File: config.mk
export PLATFORM = sky130hd
export DESIGN_NAME = inst_prefetch_flat
export DESIGN_NICKNAME = d
export VERILOG_FILES = /design/src/rtl/inst_prefetch_if.sv /design/src/rtl/inst_prefetch.sv /design/src/flat_wrapper.sv
export SDC_FILE = /design/constraint.sdc
export NUM_CORES = 1
export LEC_CHECK = 0
export ABC_CLOCK_PERIOD_IN_PS = 3300
export CORE_ASPECT_RATIO = 0.5
export CORE_MARGIN = 3
export CORE_UTILIZATION = 58
export DETAILED_ROUTE_END_ITERATION = 10
export PLACE_DENSITY = 0.86
export SETUP_SLACK_MARGIN = 0.5
export SLEW_MARGIN = 20
export SYNTH_ARGS = -nofsm -noshare
export SYNTH_HDL_FRONTEND = slang
export SYNTH_SLANG_ARGS = --single-unit
File: constraint.sdc
create_clock -name clock -period 3.3 [get_ports clock]
set_clock_uncertainty 0.05 [all_clocks]
set_input_delay 0.495 -clock clock [delete_from_list [all_inputs] [get_ports clock]]
set_output_delay 0.495 -clock clock [all_outputs]
set_load 0.1 [all_outputs]
File: src/rtl/inst_prefetch_if.sv
// inst_prefetch_if
//   Bundles the three buses around the instruction prefetch stage:
//   the instruction memory request/response pair, the instruction
//   valid/ready stream toward the core, and the redirect input from the core.
// Ports (signals)
//   imem_req     prefetch -> memory  one-cycle read request pulse
//   imem_addr    prefetch -> memory  request address (PC_W)
//   imem_rvalid  memory -> prefetch  response strobe
//   imem_rdata   memory -> prefetch  instruction word (32)
//   inst_valid   prefetch -> core    FIFO head valid
//   inst_ready   core -> prefetch    head consumed when valid & ready
//   inst         prefetch -> core    head instruction word (32)
//   inst_pc      prefetch -> core    head instruction address (PC_W)
//   redirect     core -> prefetch    flush and restart fetch
//   redirect_pc  core -> prefetch    new fetch address (PC_W)
// Modports: master = prefetch stage, slave = its environment (memory + core).
interface inst_prefetch_if #(
  parameter int PC_W = 6
);
  logic            imem_req;
  logic [PC_W-1:0] imem_addr;
  logic            imem_rvalid;
  logic [31:0]     imem_rdata;
  logic            inst_valid;
  logic            inst_ready;
  logic [31:0]     inst;
  logic [PC_W-1:0] inst_pc;
  logic            redirect;
  logic [PC_W-1:0] redirect_pc;

  modport master (
    output imem_req, imem_addr, inst_valid, inst, inst_pc,
    input  imem_rvalid, imem_rdata, inst_ready, redirect, redirect_pc
  );

  modport slave (
    input  imem_req, imem_addr, inst_valid, inst, inst_pc,
    output imem_rvalid, imem_rdata, inst_ready, redirect, redirect_pc
  );
endinterface

File: src/rtl/inst_prefetch.sv
// inst_prefetch
//   Fetch stage in front of the RV32I accumulator core. Walks the program
//   pointer, keeps at most one instruction-memory read outstanding, and
//   buffers returned words together with their PC in a small FIFO whose
//   head is presented to the core. A redirect from the core flushes the
//   FIFO and any in-flight read, and restarts fetch at redirect_pc.
// Ports
//   clock    rising-edge clock
//   reset_n  asynchronous active-low reset
//   bus      inst_prefetch_if.master (memory, core stream, redirect)
module inst_prefetch #(
  parameter int PC_W     = 6,
  parameter int PC_STEP  = 2,
  parameter int RESET_PC = 0,
  parameter int DEPTH    = 4
) (
  input  logic              clock,
  input  logic              reset_n,
  inst_prefetch_if.master   bus
);

  localparam int AW = $clog2(DEPTH);
  localparam int CW = $clog2(DEPTH) + 1;
  localparam logic [PC_W-1:0] RESET_PC_C = PC_W'(RESET_PC);
  localparam logic [PC_W-1:0] STEP_C     = PC_W'(PC_STEP);
  localparam logic [CW-1:0]   DEPTH_C    = CW'(DEPTH);

  typedef enum logic [1:0] {IDLE, READY, WAIT, DISCARD} state_t;

  state_t          state, state_next;
  logic [PC_W-1:0] fetch_pc, req_pc;
  logic [31:0]     mem_data [DEPTH];
  logic [PC_W-1:0] mem_pc   [DEPTH];
  logic [AW-1:0]   rd_ptr, wr_ptr, rd_next;
  logic [CW-1:0]   count, count_left, count_next;
  logic [31:0]     inst_q, head_data_next;
  logic [PC_W-1:0] inst_pc_q, head_pc_next;
  logic            issue, push, pop;

  // State register.
  always_ff @(posedge clock or negedge reset_n) begin
    if (!reset_n) state <= IDLE;
    else          state <= state_next;
  end

  // Next state plus the issue/push strobes. An issue is only allowed while
  // a FIFO slot is free, so the single in-flight word always has room.
  always_comb begin
    state_next = state;
    issue      = 1'b0;
    push       = 1'b0;
    case (state)
      IDLE:    state_next = READY;
      READY: begin
        if (!bus.redirect && (count < DEPTH_C)) begin
          issue      = 1'b1;
          state_next = WAIT;
        end
      end
      WAIT: begin
        if (bus.imem_rvalid) begin
          push       = !bus.redirect;
          state_next = READY;
        end else if (bus.redirect) begin
          state_next = DISCARD;
        end
      end
      DISCARD: begin
        if (bus.imem_rvalid) state_next = READY;
      end
      default: state_next = IDLE;
    endcase
  end

  assign pop = (count != '0) && bus.inst_ready;

  // Next head of the FIFO. When the queue drains to empty in the same cycle
  // a word arrives, the arriving word becomes the head directly.
  always_comb begin
    rd_next    = pop ? rd_ptr + AW'(1) : rd_ptr;
    count_left = count - CW'(pop);
    count_next = count_left + CW'(push);
    if (count_left == '0) begin
      head_data_next = bus.imem_rdata;
      head_pc_next   = req_pc;
    end else begin
      head_data_next = mem_data[rd_next];
      head_pc_next   = mem_pc[rd_next];
    end
  end

  // Program pointer and the address of the outstanding request.
  always_ff @(posedge clock or negedge reset_n) begin
    if (!reset_n) begin
      fetch_pc <= RESET_PC_C;
      req_pc   <= '0;
    end else begin
      if (bus.redirect)  fetch_pc <= bus.redirect_pc;
      else if (issue)    fetch_pc <= fetch_pc + STEP_C;
      if (issue)         req_pc   <= fetch_pc;
    end
  end

  // FIFO storage; needs no reset since count gates every read.
  always_ff @(posedge clock) begin
    if (push) begin
      mem_data[wr_ptr] <= bus.imem_rdata;
      mem_pc[wr_ptr]   <= req_pc;
    end
  end

  // FIFO pointers, occupancy and registered head. A redirect empties the
  // queue; the head registers keep their last value whenever it is empty.
  always_ff @(posedge clock or negedge reset_n) begin
    if (!reset_n) begin
      rd_ptr    <= '0;
      wr_ptr    <= '0;
      count     <= '0;
      inst_q    <= '0;
      inst_pc_q <= '0;
    end else if (bus.redirect) begin
      rd_ptr <= '0;
      wr_ptr <= '0;
      count  <= '0;
    end else begin
      if (push) wr_ptr <= wr_ptr + AW'(1);
      rd_ptr <= rd_next;
      count  <= count_next;
      if (count_next != '0) begin
        inst_q    <= head_data_next;
        inst_pc_q <= head_pc_next;
      end
    end
  end

  assign bus.imem_req   = issue;
  assign bus.imem_addr  = fetch_pc;
  assign bus.inst_valid = (count != '0);
  assign bus.inst       = inst_q;
  assign bus.inst_pc    = inst_pc_q;

endmodule

File: src/flat_wrapper.sv
// flat-port wrapper written by rule: the top's interface ports become plain ports
module inst_prefetch_flat 
#(
  parameter int PC_W     = 6,
  parameter int PC_STEP  = 2,
  parameter int RESET_PC = 0,
  parameter int DEPTH    = 4
)
  (clock, reset_n, bus_imem_req, bus_imem_addr, bus_inst_valid, bus_inst, bus_inst_pc, bus_imem_rvalid, bus_imem_rdata, bus_inst_ready, bus_redirect, bus_redirect_pc);
  inst_prefetch_if #(.PC_W(PC_W)) bus_i ();
  input  logic clock;
  input  logic reset_n;
  output wire logic [$bits(bus_i.imem_req)-1:0] bus_imem_req;
  output wire logic [$bits(bus_i.imem_addr)-1:0] bus_imem_addr;
  output wire logic [$bits(bus_i.inst_valid)-1:0] bus_inst_valid;
  output wire logic [$bits(bus_i.inst)-1:0] bus_inst;
  output wire logic [$bits(bus_i.inst_pc)-1:0] bus_inst_pc;
  input wire logic [$bits(bus_i.imem_rvalid)-1:0] bus_imem_rvalid;
  input wire logic [$bits(bus_i.imem_rdata)-1:0] bus_imem_rdata;
  input wire logic [$bits(bus_i.inst_ready)-1:0] bus_inst_ready;
  input wire logic [$bits(bus_i.redirect)-1:0] bus_redirect;
  input wire logic [$bits(bus_i.redirect_pc)-1:0] bus_redirect_pc;
  assign bus_imem_req = bus_i.imem_req;
  assign bus_imem_addr = bus_i.imem_addr;
  assign bus_inst_valid = bus_i.inst_valid;
  assign bus_inst = bus_i.inst;
  assign bus_inst_pc = bus_i.inst_pc;
  assign bus_i.imem_rvalid = bus_imem_rvalid;
  assign bus_i.imem_rdata = bus_imem_rdata;
  assign bus_i.inst_ready = bus_inst_ready;
  assign bus_i.redirect = bus_redirect;
  assign bus_i.redirect_pc = bus_redirect_pc;
  inst_prefetch #(.PC_W(PC_W), .PC_STEP(PC_STEP), .RESET_PC(RESET_PC), .DEPTH(DEPTH)) u_core (.clock(clock), .reset_n(reset_n), .bus(bus_i));
endmodule
# ---- After elaboration in Yosys (flattened, before gate mapping)
# Memory sizes are Yosys's and may differ from the RTL's.
# Cells that the tools add are included.
dict set report classes {
  add_sub_neg 5
  order_cmp 1
  n_eq_ne 6
  mux 20
  bitwise 1
  reduce_logical 11
}
# cell count
set ops {}
lappend ops {{two-way mux 32 bit} 1}
lappend ops {{two-way mux 6 bit} 3}
lappend ops {{two-way mux 2 bit} 8}
lappend ops {{one-hot mux 2 bit (4 select lines)} 1}
lappend ops {{adder 6 x 2 -> 6 bit (second input constant)} 1}
lappend ops {{two-way mux 1 bit} 6}
lappend ops {{nonzero test 3 bit} 2}
lappend ops {{adder 2 x 1 -> 2 bit (second input constant)} 2}
lappend ops {{equality test 2 bit (second input constant)} 2}
lappend ops {{nonzero test 2 bit} 2}
lappend ops {{adder 3 x 1 -> 3 bit} 1}
lappend ops {{logical NOT 3 bit} 1}
lappend ops {{< comparator 3 bit (second input constant)} 1}
lappend ops {{two-way mux 3 bit} 1}
lappend ops {{inequality test 3 bit (second input constant)} 1}
lappend ops {{AND reduction 3 bit} 1}
lappend ops {{subtractor 3 x 1 -> 3 bit} 1}
lappend ops {{equality test 2 x 1 -> 1 bit (second input constant)} 1}
lappend ops {{logical AND 1 bit} 2}
lappend ops {{logical NOT 2 bit} 1}
lappend ops {{inequality test 2 x 1 -> 1 bit (second input constant)} 1}
lappend ops {{inequality test 2 bit (second input constant)} 1}
lappend ops {{AND reduction 2 bit} 1}
lappend ops {{logical NOT 1 bit} 1}
lappend ops {{NOT 1 bit} 1}
dict set report totals {
  reg_bits 59
  ramBits 152
  output_inout_bits 46
  word_cells 54
  mem_count 2
}
# memory depth width read_ports rd_ports_with_merged_regs write_ports line_no
set memory_table {}
lappend memory_table {u_core.mem_data 4 32 1 0 1 inst_prefetch.sv:32} ;# logic [31:0] mem_data [DEPTH];
lappend memory_table {u_core.mem_pc 4 6 1 0 1 inst_prefetch.sv:33} ;# logic [PC_W-1:0] mem_pc [DEPTH];

# ---- Longest topological paths before layout
dict set report depth {
  ltp_word 6
  depth_mapped 13
}

# ---- Least setup slack after synthesis
# OpenSTA, ideal clock, no wires.
dict set report synth_path {
  path_type {register to register}
  startpoint {reg u_core.count[0]}
  endpoint {reg u_core.inst_q[0] (netlist: u_core.bus.inst[0])}
  t_arrival_ns 2.647
  required_ns 3.128
  setup_slack_ns 0.481
  stages_incl_launch_ff 14
  period_less_slack_ns 2.819
  cell_sequence {dfrtp_1 -> o31ai_4 -> inv_2 -> clkbuf_1 -> ha_1 -> inv_1 -> ha_1 -> ha_1 -> xor2_1 -> a21o_1 -> buf_2 -> buf_2 -> nor2_1 -> a22o_1}
}
dict set report synth_between {
  elab_chain_cells 6
}
# element line_no
set synth_rtl {}
lappend synth_rtl {{from (decl)} inst_prefetch.sv:35} ;# logic [CW-1:0] count, count_left, count_next;
lappend synth_rtl {{from (signal assigned)} inst_prefetch.sv:128} ;# count <= count_next;
lappend synth_rtl {{nonzero test 3 bit} inst_prefetch.sv:75} ;# assign pop = (count != '0) && bus.inst_ready;
lappend synth_rtl {{logical AND 1 bit} inst_prefetch.sv:75}
lappend synth_rtl {{subtractor 3 x 1 -> 3 bit} inst_prefetch.sv:81} ;# count_left = count - CW'(pop);
lappend synth_rtl {{adder 3 x 1 -> 3 bit} inst_prefetch.sv:82} ;# count_next = count_left + CW'(push);
lappend synth_rtl {{nonzero test 3 bit} inst_prefetch.sv:129} ;# if (count_next != '0) begin
lappend synth_rtl {{AND reduction 2 bit (no line)} n/a}
lappend synth_rtl {{to (signal assigned)} inst_prefetch.sv:130} ;# inst_q <= head_data_next;
lappend synth_rtl {{to (decl)} inst_prefetch.sv:36} ;# logic [31:0] inst_q, head_data_next;
# Several ways; a longest one is shown, not always the timed one.
# A chain may end at the register's enable or synchronous reset.

# ---- Worst setup path after layout
dict set report layout_path {
  startpoint {reg u_core.count[2]}
  endpoint {reg u_core.inst_pc_q[0] (netlist: u_core.bus.inst_pc[0])}
}
dict set report layout_between {
  elab_chain_cells 6
}
# element line_no
set layout_rtl {}
lappend layout_rtl {{nonzero test 3 bit} inst_prefetch.sv:75}
lappend layout_rtl {{logical AND 1 bit} inst_prefetch.sv:75}
lappend layout_rtl {{subtractor 3 x 1 -> 3 bit} inst_prefetch.sv:81}
lappend layout_rtl {{adder 3 x 1 -> 3 bit} inst_prefetch.sv:82}
lappend layout_rtl {{nonzero test 3 bit} inst_prefetch.sv:129}
lappend layout_rtl {{AND reduction 2 bit (no line)} n/a}
lappend layout_rtl {{to (signal assigned)} inst_prefetch.sv:131} ;# inst_pc_q <= head_pc_next;
lappend layout_rtl {{to (decl)} inst_prefetch.sv:37} ;# logic [PC_W-1:0] inst_pc_q, head_pc_next;
# Several ways; a longest one is shown, not always the timed one.

==> qor.csv <==
stage,metric,value,unit
outcome,status,completed,
sta,slew_headroom,0.263,
logic_synthesis,synth_xor_area_frac,0.00455,
critical_path,cp_max_fo,19,
die,die_h,97.0,um
global_routing,grt_pass1_vias,7012,
final_layout,fin_nets,863,
route,wl_per_cell,25.3,um
critical_path,critPathLaunch,u_core.count[2],
logic_synthesis,synth_top_family_by_area,compound AO/OA/AOI/OAI gates,
logic_synthesis,yosysSeqAreaShare,0.628,
sta,max_freq,358,MHz
sta,finalCritPeriodShare,0.847,
route,num_vias,7241,
logic_synthesis,synth_adder_area_share,0.0169,
final_layout,antennaDiodeCount,0,
final_layout,syn_to_final_growth,21.1,%
place,place_hpwl,13.1,mm
route,wirelength,26.3,mm
clock_network,clock-sinks,211,
die,die-area,18300,um^2
global_routing,grt.overflow.total,0,
logic_synthesis,synth_seq_cells,211,
clock_network,htree_levels,1,
logic_synthesis,synth.avg_cell_area,13.3,um^2
clock_network,clk_path_buf_depth,3,
clock_network,cts_tree,done,
route,ant_nets,0,
logic_synthesis,synth_warnings,0,
route,via_per_inst,6.96,
clock_network,cts_root_buffer,clkbuf_16,
logic_synthesis,synthFlopType,edfxtp_1,
clock_network,clkSlewWorstSetupHoldPaths,0.07,ns
logic_synthesis,netlist_instances,723,
critical_path,crit_type,register to register,
die,ios,89,
die,fp-row-count,32,
logic_synthesis,synth_nets,779,
critical_path,crit_required,3.62,ns
critical_path,crit_path_top_delay_cell,dfrtp_2,
sta,finalMaxSlewViolations,0,
critical_path,slowest_delay,0.43,ns
sta,hold_viol,0,
place,numPortBuffers,88,
route,drtIter0Drc,1107,
global_routing,antenna_found_initial,0,
route,drt-pass1-iter-count,5,
final_layout,drive_above_1_share,0.216,
sta,tightest_slew,1.10,ns
clock_network,cts_hold_buffers,0,
critical_path,critPathLaunchType,register,
sta,tns,0,ns
critical_path,cp_data_arrival_time,3.12,ns
die,coreArea,15800,um^2
route,drc,0,
critical_path,cp_cell_sequence,"o31ai_4, inv_2, ha_4, inv_1, ha_1, ha_2, xor2_2, buf_4, a21o_4, buf_12, a22o_1",
global_routing,grt_usage,0.254,
global_routing,grt_start_max_net_pins,81,
global_routing,grt_first_pass_wirelength,37.5,mm
sta,final-setup-viol-count,0,
final_layout,nFillCells,920,
final_layout,fin_util,0.736,
die,die_w,188,um
logic_synthesis,synth-compound-area-share,0.191,
sta,fin_crit,2.80,ns
clock_network,insertion_delay,0.49,ns
logic_synthesis,synth-simple-area-share,0.0807,
critical_path,r2r-start,u_core.count[2],
logic_synthesis,synth-async-reset-ratio,0.280,
logic_synthesis,synth_enable_flop_cells,152,
place,place_congestion,0.789,
sta,rsz0062_at_grt,false,
hold_path,hold_class,input pin to asynchronous set/reset pin,
logic_synthesis,synth_area,9610,um^2
logic_synthesis,synth_cell_types,37,
logic_synthesis,synth.area.mux_share,0.0455,
critical_path,crit_path_end_kind,register,
clock_network,cts_buffers,19,
run,cap_violations,0,
die,start_util,0.608,
## per-layer routing
| layer | up-vias | global-route usage | routed length, um |
|---|---|---|---|
| li1 | 3037 | - | - |
| met1 | 3518 | 0.347 | 9970 |
| met2 | 594 | 0.418 | 12200 |
| met3 | 92 | 0.0507 | 3320 |
| met4 | 0 | 0.0732 | 830 |
| met5 | - | 0 | 0 |
## state kept, by name (all words and copies together) (netlist names)
register and cells:
u_core.bus.imem_addr 6, u_core.count 3, u_core.wr_ptr 2, u_core.mem_pc 24, u_core.bus.inst_pc 6, u_core.req_pc 6, u_core.mem_data 128, u_core.bus.inst 32
u_core.rd_ptr 2, u_core.state 2
## final cells by class
| cell class | count | area, um^2 | share of cell area |
|---|---|---|---|
| timing repair buffer | 126 | 1350 | 0.116 |
| clock buffer | 31 | 571 | 0.0490 |
| sequential | 211 | 6040 | 0.519 |
| tap | 221 | 277 | 0.0237 |
| inverter | 13 | 48.8 | 0.00419 |
| clock inverter | 2 | 8.76 | 0.000752 |
| multi-input combinational | 436 | 3340 | 0.287 |
## stage by stage
stage / hold WS, ns / area [um^2] / setup slack, ns / std cells
after floorplan: 0.149 / 9620 / 0.516 / 723
after global placement: 0.439 / 10800 / 0.324 / 990
after detailed placement: 0.441 / 10800 / 0.209 / 990
after CTS: 0.190 / 11300 / 0.505 / 1023
after global routing: 0.192 / 11600 / 0.457 / 1040
final: 0.120 / 11600 / 0.503 / 1040
## cell families (layout without fill, tap and decap cells)
logic type | after synthesis | in the layout
adders and majority gates | 13 | 13
DFF | 211 | 211
buffers and inverters | 77 | 172
xor gates and xnor gates | 5 | 5
and+or+nand+nor | 170 | 170
AOI/OAI and AO/OA | 208 | 209
muxes | 39 | 39
## cell usage in the layout (no fill, tap or decap), types with 11 or more instances in the layout
master             n
edfxtp_1         152
nor2_1            80
clkdlybuf4s50_1   66
dfrtp_1           56
a221oi_1          44
and3_1            41
buf_4             39
mux2_2            38
a31oi_1           38
a22o_1            38
o211ai_1          37
a221oi_2          30
nand2_1           29
clkbuf_16         23
buf_12            11
## cell usage after synthesis (all sizes together), types with 2 or more instances
| cell | instances | share of area |
|---|---|---|
| and3 | 41 | 0.027 |
| a22o | 38 | 0.035 |
| edfxtp | 152 | 0.47 |
| nand3 | 4 | 0.0021 |
| o31ai | 2 | 0.0030 |
| inv | 13 | 0.0051 |
| a31oi | 38 | 0.025 |
| o21ai | 8 | 0.0042 |
| o211ai | 37 | 0.029 |
| mux2 | 38 | 0.045 |
| nor2b | 3 | 0.0020 |
| a21oi | 4 | 0.0021 |
| o311ai | 2 | 0.0018 |
| xnor2 | 4 | 0.0036 |
| dfrtp | 59 | 0.15 |
| ha | 13 | 0.017 |
| nor2 | 84 | 0.033 |
| a221oi | 74 | 0.087 |
| nand2 | 29 | 0.011 |
| clkbuf | 49 | 0.019 |
| buf | 15 | 0.0092 |
| and2 | 6 | 0.0039 |
## worst paths after layout
check                                         to  slack [ns]  depth (start not counted)
hold / removal               u_core.bus.inst[26]        0.12                          2
hold reg to reg              u_core.bus.inst[29]        0.46                          1
setup / recovery           u_core.bus.inst_pc[0]        0.50                         11
max in group asynchronous        u_core.count[2]        2.40                          2
min in group clock           u_core.bus.inst[29]        0.46                          1
setup reg to reg           u_core.bus.inst_pc[0]        0.50                         11
## timing repair
item,CTS,global route
buffers inserted,0,6
gates resized for setup,0,16
setup endpoints to repair,0,38
## critical path, delay by kind of cell, from the launching register on
kind	cells	cell delay, ns
compound gates	3	0.82
xor+xnor	1	0.19
fa+ha+maj	3	0.67
buf+inv	4	0.49
flops	1	0.43
Power is not shown: default switching activity piles up to over one toggle a cycle in this logic, so the estimate is an artifact.
==> patch 1, RTL diff (same flow settings) <==
The 4 states of `state_t` get a one-hot encoding in 4 bits.
--- a/src/rtl/inst_prefetch.sv
+++ b/src/rtl/inst_prefetch.sv
@@ -27,3 +27,3 @@
 
-  typedef enum logic [1:0] {IDLE, READY, WAIT, DISCARD} state_t;
+  typedef enum logic [3:0] {IDLE = 4'b0001, READY = 4'b0010, WAIT = 4'b0100, DISCARD = 4'b1000} state_t;
 
Formal check against the unedited RTL: no difference found for any inputs over 4 cycles, from zero or initial values and one cycle with reset_n low; so few cycles prove little.
==> patch 1 against the original RTL <==
Sequential cell count rose by 2; global-route usage rose by 0.86 points; setup slack improved by 0.048 ns; final area fell by 0.17%; first-iteration DRC count fell by 4.8%; synthesized area rose by 0.61%; routed wire length fell by 1.5%; highest routed layer is now met5.
==> patch 1: results (changes against the original RTL) <==
Most frequent cells after synthesis -> 152 x edfxtp_1, 85 x nor2_1, 60 x dfrtp_1
EDFF count, synth -> 152 (unchanged)
Fin worst setup slack -> 0.5517 ns (+0.04834 ns)
XOR/XNOR Fraction of Synth Area -> 0.4527% (-0.0028 points)
Post-DP Area -> 10,850 sq um (+0.88%)
Syn_nets -> 777 (-0.26%)
Crit path to -> u_core.bus.inst_pc[2]
M3 GR Usage -> 6.270% (+1.2 points)
Mux contribution to synthesized area -> 4.631% (+0.076 points)
Top Metal Used -> met5
Vias per cell -> 6.884 (-1.1%)
Metal3 WL -> 2.962 mm (-11%)
Yosys cell types -> 42 (+14%)
Synth Area in Compound Gates -> 19.18% (+0.13 points)
Arrival time worst endpoint -> 3.06 ns (-0.06 ns)
Layout cell share with drive strength beyond 1 -> 21.40% (-0.21 points)
Routed length per placed instance -> 25.06 microns (-0.94%)
Vias in the first global route -> 7,284 (+3.9%)
Met2 wire length -> 12.42 mm (+1.8%)
Register area -> 6096 sq um (+0.85%)
DR iter-0 viols -> 1,054 (-4.8%)
Nets -> 854 (-1.0%)
RR Endpoint -> u_core.bus.inst_pc[2]
Post-Synth Adder-Cell Area -> 1.164% (-0.53 points)
Place WS -> 0.05672 ns (-0.1521 ns)
CP top delay family -> compound AO/OA/AOI/OAI gates
Largest cells by area after synthesis -> edfxtp_1 47%, dfrtp_1 16%, a221oi_2 4.7%
Initial antenna violation count -> 1 (+1)
Dpl hpwl -> 13.87 mm (+5.8%)
Leakage -> 0.004266 uW
Syn Inst Count -> 725 (+0.28%)
Post-Place Cells -> 995 (+0.51%)
Status -> finished clean
Pin count of the biggest net entering global routing -> 80 (-1.2%)
Fraction of met2 tracks used by global routing -> 41.97% (+0.13 points)
YS warnings -> 0 (unchanged)
Resize count post-CTS -> 1 (+1)
Worst R2R Path Depth -> 10 (-1)
Crit path largest cell delay -> 0.45 ns (+0.02 ns)
Vias -> 7,118 (-1.7%)
Fraction of the yosys area taken by sequential cells -> 62.98% (+0.15 points)
H-tree depth -> 1 (unchanged)
Final GP Congestion -> 0.7558 (-4.1%)
First-pass GRT wire length -> 38.56 mm (+2.7%)
Slew HR -> 22.94% (-3.3 points)
Async SR Flop Fraction -> 28.64% (+0.68 points)
Layout fillers -> 986 (+7.2%)
First drt pass iteration count -> 5 (unchanged)
Global Route Usage Sum -> 26.24% (+0.86 points)
patch 1: worst min-delay path by stage:
stage                              startpoint                       to  slack (ns)
after floorplan                       reset_n  u_core.bus.imem_addr[0]        0.15
after global placement    u_core.bus.inst[31]      u_core.bus.inst[31]        0.44
after detailed placement  u_core.bus.inst[21]      u_core.bus.inst[21]        0.44
after CTS                             reset_n      u_core.bus.inst[25]        0.06
after global routing                  reset_n      u_core.bus.inst[25]        0.08
final                                 reset_n      u_core.bus.inst[25]        0.05
patch 1: power groups by stage:
stage | sequential (uW) | clock [uW] | combinational [uW]
2_1_floorplan | 5270 | 0 | 3110
3_3_place_gp | 3630 | 0 | 6170
3_5_place_dp | 3630 | 0 | 6330
4_1_cts | 3580 | 2170 | 6520
5_1_grt | 3630 | 2280 | 7340
6_report | 3590 | 2170 | 7000
patch 1: area by class of cell:
type,instances,area share (%)
sequential,213,52.44
multi-input combinational,438,28.87
timing repair buffer,120,10.93
clock buffer,30,4.704
tap,221,2.379
clock inverter,2,0.3552
inverter,10,0.3229
==> patch 2, RTL diff (same settings) <==
Made on the original files. `PC_W` is set to 6 in 3 places; all go to 4.
--- a/src/rtl/inst_prefetch_if.sv
+++ b/src/rtl/inst_prefetch_if.sv
@@ -17,3 +17,3 @@
 interface inst_prefetch_if #(
-  parameter int PC_W = 6
+  parameter int PC_W = 4
 );
--- a/src/rtl/inst_prefetch.sv
+++ b/src/rtl/inst_prefetch.sv
@@ -11,3 +11,3 @@
 module inst_prefetch #(
-  parameter int PC_W     = 6,
+  parameter int PC_W     = 4,
   parameter int PC_STEP  = 2,
--- a/src/flat_wrapper.sv
+++ b/src/flat_wrapper.sv
@@ -3,3 +3,3 @@
 #(
-  parameter int PC_W     = 6,
+  parameter int PC_W     = 4,
   parameter int PC_STEP  = 2,
Ports: changed (resized bus_imem_addr, bus_inst_pc and bus_redirect_pc); port bits go from 89 to 83. No check against the original RTL was run, so the function may have changed too.
==> patch 2 against the original RTL <==
Final area shrank 9.5%; global-route usage grew 0.90 points; sequential cell count shrank 14; highest routed layer unchanged; cell count shrank 9.7%; fmax grew 1.9%; synthesized area shrank 8.3%; critical endpoint is now bus_inst_valid; routed wire length shrank 12%; first-iteration DRC count shrank 12%; setup slack gained 0.051 ns; core utilization shrank 1.8 points; worst hold slack lost 0.096 ns.
Power is left out: the tool's default activity adds up to more than one toggle a clock period on the data nets, which glitch-free logic cannot reach.
==> patch 2: results (changes against the original RTL) <==
Nets -> 782 (-9.4%)
# Taps -> 198 (-10%)
Status -> finished clean
First-pass GRT wire length -> 34.32 mm (-8.6%)
Layout cell share with drive strength beyond 1 -> 18.89% (-2.7 points)
Post-Place Cells -> 905 (-8.6%)
Metal3 WL -> 2.951 mm (-11%)
Multi-In Gates -> 391 (-10%)
Layout fillers -> 881 (-4.2%)
Fin. max-slew vios -> 0 (unchanged)
Async SR Flop Fraction -> 26.90% (-1.1 points)
CP Max Fanout -> 3 (-16)
Dpl hpwl -> 12.42 mm (-5.2%)
First drt pass iteration count -> 6 (+1)
Vias -> 6,542 (-9.7%)
Clock Path Buffers -> 2 (-1)
Global Route Usage Sum -> 26.28% (+0.90 points)
Crit path largest cell delay -> 0.97 ns (+0.54 ns)
Post-Synth Adder-Cell Area -> 1.844% (+0.15 points)
Clk_lat worst skew -> 0.43 ns (-0.06 ns)
Non-CTS buffers -> 109 (-13%)
Syn_nets -> 715 (-8.2%)
H-tree depth -> 4 (+3)
XOR/XNOR Fraction of Synth Area -> 0.5958% (+0.14 points)
Fraction of met2 tracks used by global routing -> 44.67% (+2.8 points)
M3 GR Usage -> 5.750% (+0.68 points)
Pin count of the biggest net entering global routing -> 76 (-6.2%)
Synth Area per Inst -> 13.34 sq um (+0.34%)
Slew HR -> 29.50% (+3.2 points)
Metal-1 WL -> 8.508 mm (-15%)
Most frequent cells after synthesis -> 144 x edfxtp_1, 78 x nor2_1, 70 x a221oi_1
Slowest cell on the critical path -> clkdlybuf4s50_1
Vias in the first global route -> 6,405 (-8.7%)
Largest cells by area after synthesis -> edfxtp_1 49%, dfrtp_1 15%, a221oi_1 7.0%
Total CTS buffers -> 17 (-2)
Post-DP Area -> 9866 sq um (-8.3%)
Yosys cell types -> 34 (-8.1%)
Vias per cell -> 6.967 (about the same)
YS warnings -> 0 (unchanged)
Aggregate routed wire length -> 23.09 mm (-12%)
Met2 wire length -> 11.12 mm (-8.8%)
DR iter-0 viols -> 978 (-12%)
Area of the multi-input gates -> 2894 sq um (-13%)
Non-Clock Inverter Count -> 12 (-1)
Seq/total area -> 53.66% (+1.7 points)
Met1 Use GR -> 33.79% (-0.87 points)
Worst R2R Path Depth -> 10 (-1)
Mux contribution to synthesized area -> 5.221% (+0.67 points)
Final GP Congestion -> 0.7624 (-3.3%)
Port bufs -> 82 (-6.8%)
Yosys reg bits -> 197 (-6.6%)
Place WS -> 0.3035 ns (+0.09477 ns)
Synth Area in Compound Gates -> 17.31% (-1.7 points)
Arrival time worst endpoint -> 2.20 ns (-0.92 ns)
Signal buf overhead -> 10.31% (-1.3 points)
EDFF count, synth -> 144 (-5.3%)
==> patch 2: changes by cell type after synthesis, sizes merged, moves of 3 or more <==
| cell | before | now |
|---|---|---|
| nand2 | 29 | 8 |
| edfxtp | 152 | 144 |
| clkbuf | 49 | 43 |
| dfrtp | 59 | 53 |
| nor2 | 84 | 78 |
| a221oi | 74 | 70 |
| and3 | 41 | 37 |
| buf | 15 | 18 |
==> patch 2: path summary, 6_finish.rpt <==
kind	start	end	slack, ns
worst max register to register	u_core.count[2]	u_core.bus.inst[27]	0.62
worst min register to register	u_core.bus.inst[17]	u_core.bus.inst[17]	0.46
max in group asynchronous	reset_n	u_core.bus.inst[17]	2.59
worst max-delay path	u_core.count[0]	bus_inst_valid	0.55
min in group clock	u_core.bus.inst[17]	u_core.bus.inst[17]	0.46
worst min-delay path	reset_n	u_core.bus.inst[4]	0.02
==> patch 2: critical path, delay by kind of cell (launching register included) <==
family | cells | cell delay, ns
and+or+nand+nor | 1 | 0.38
buffers and inverters | 1 | 0.97
DFF | 1 | 0.42
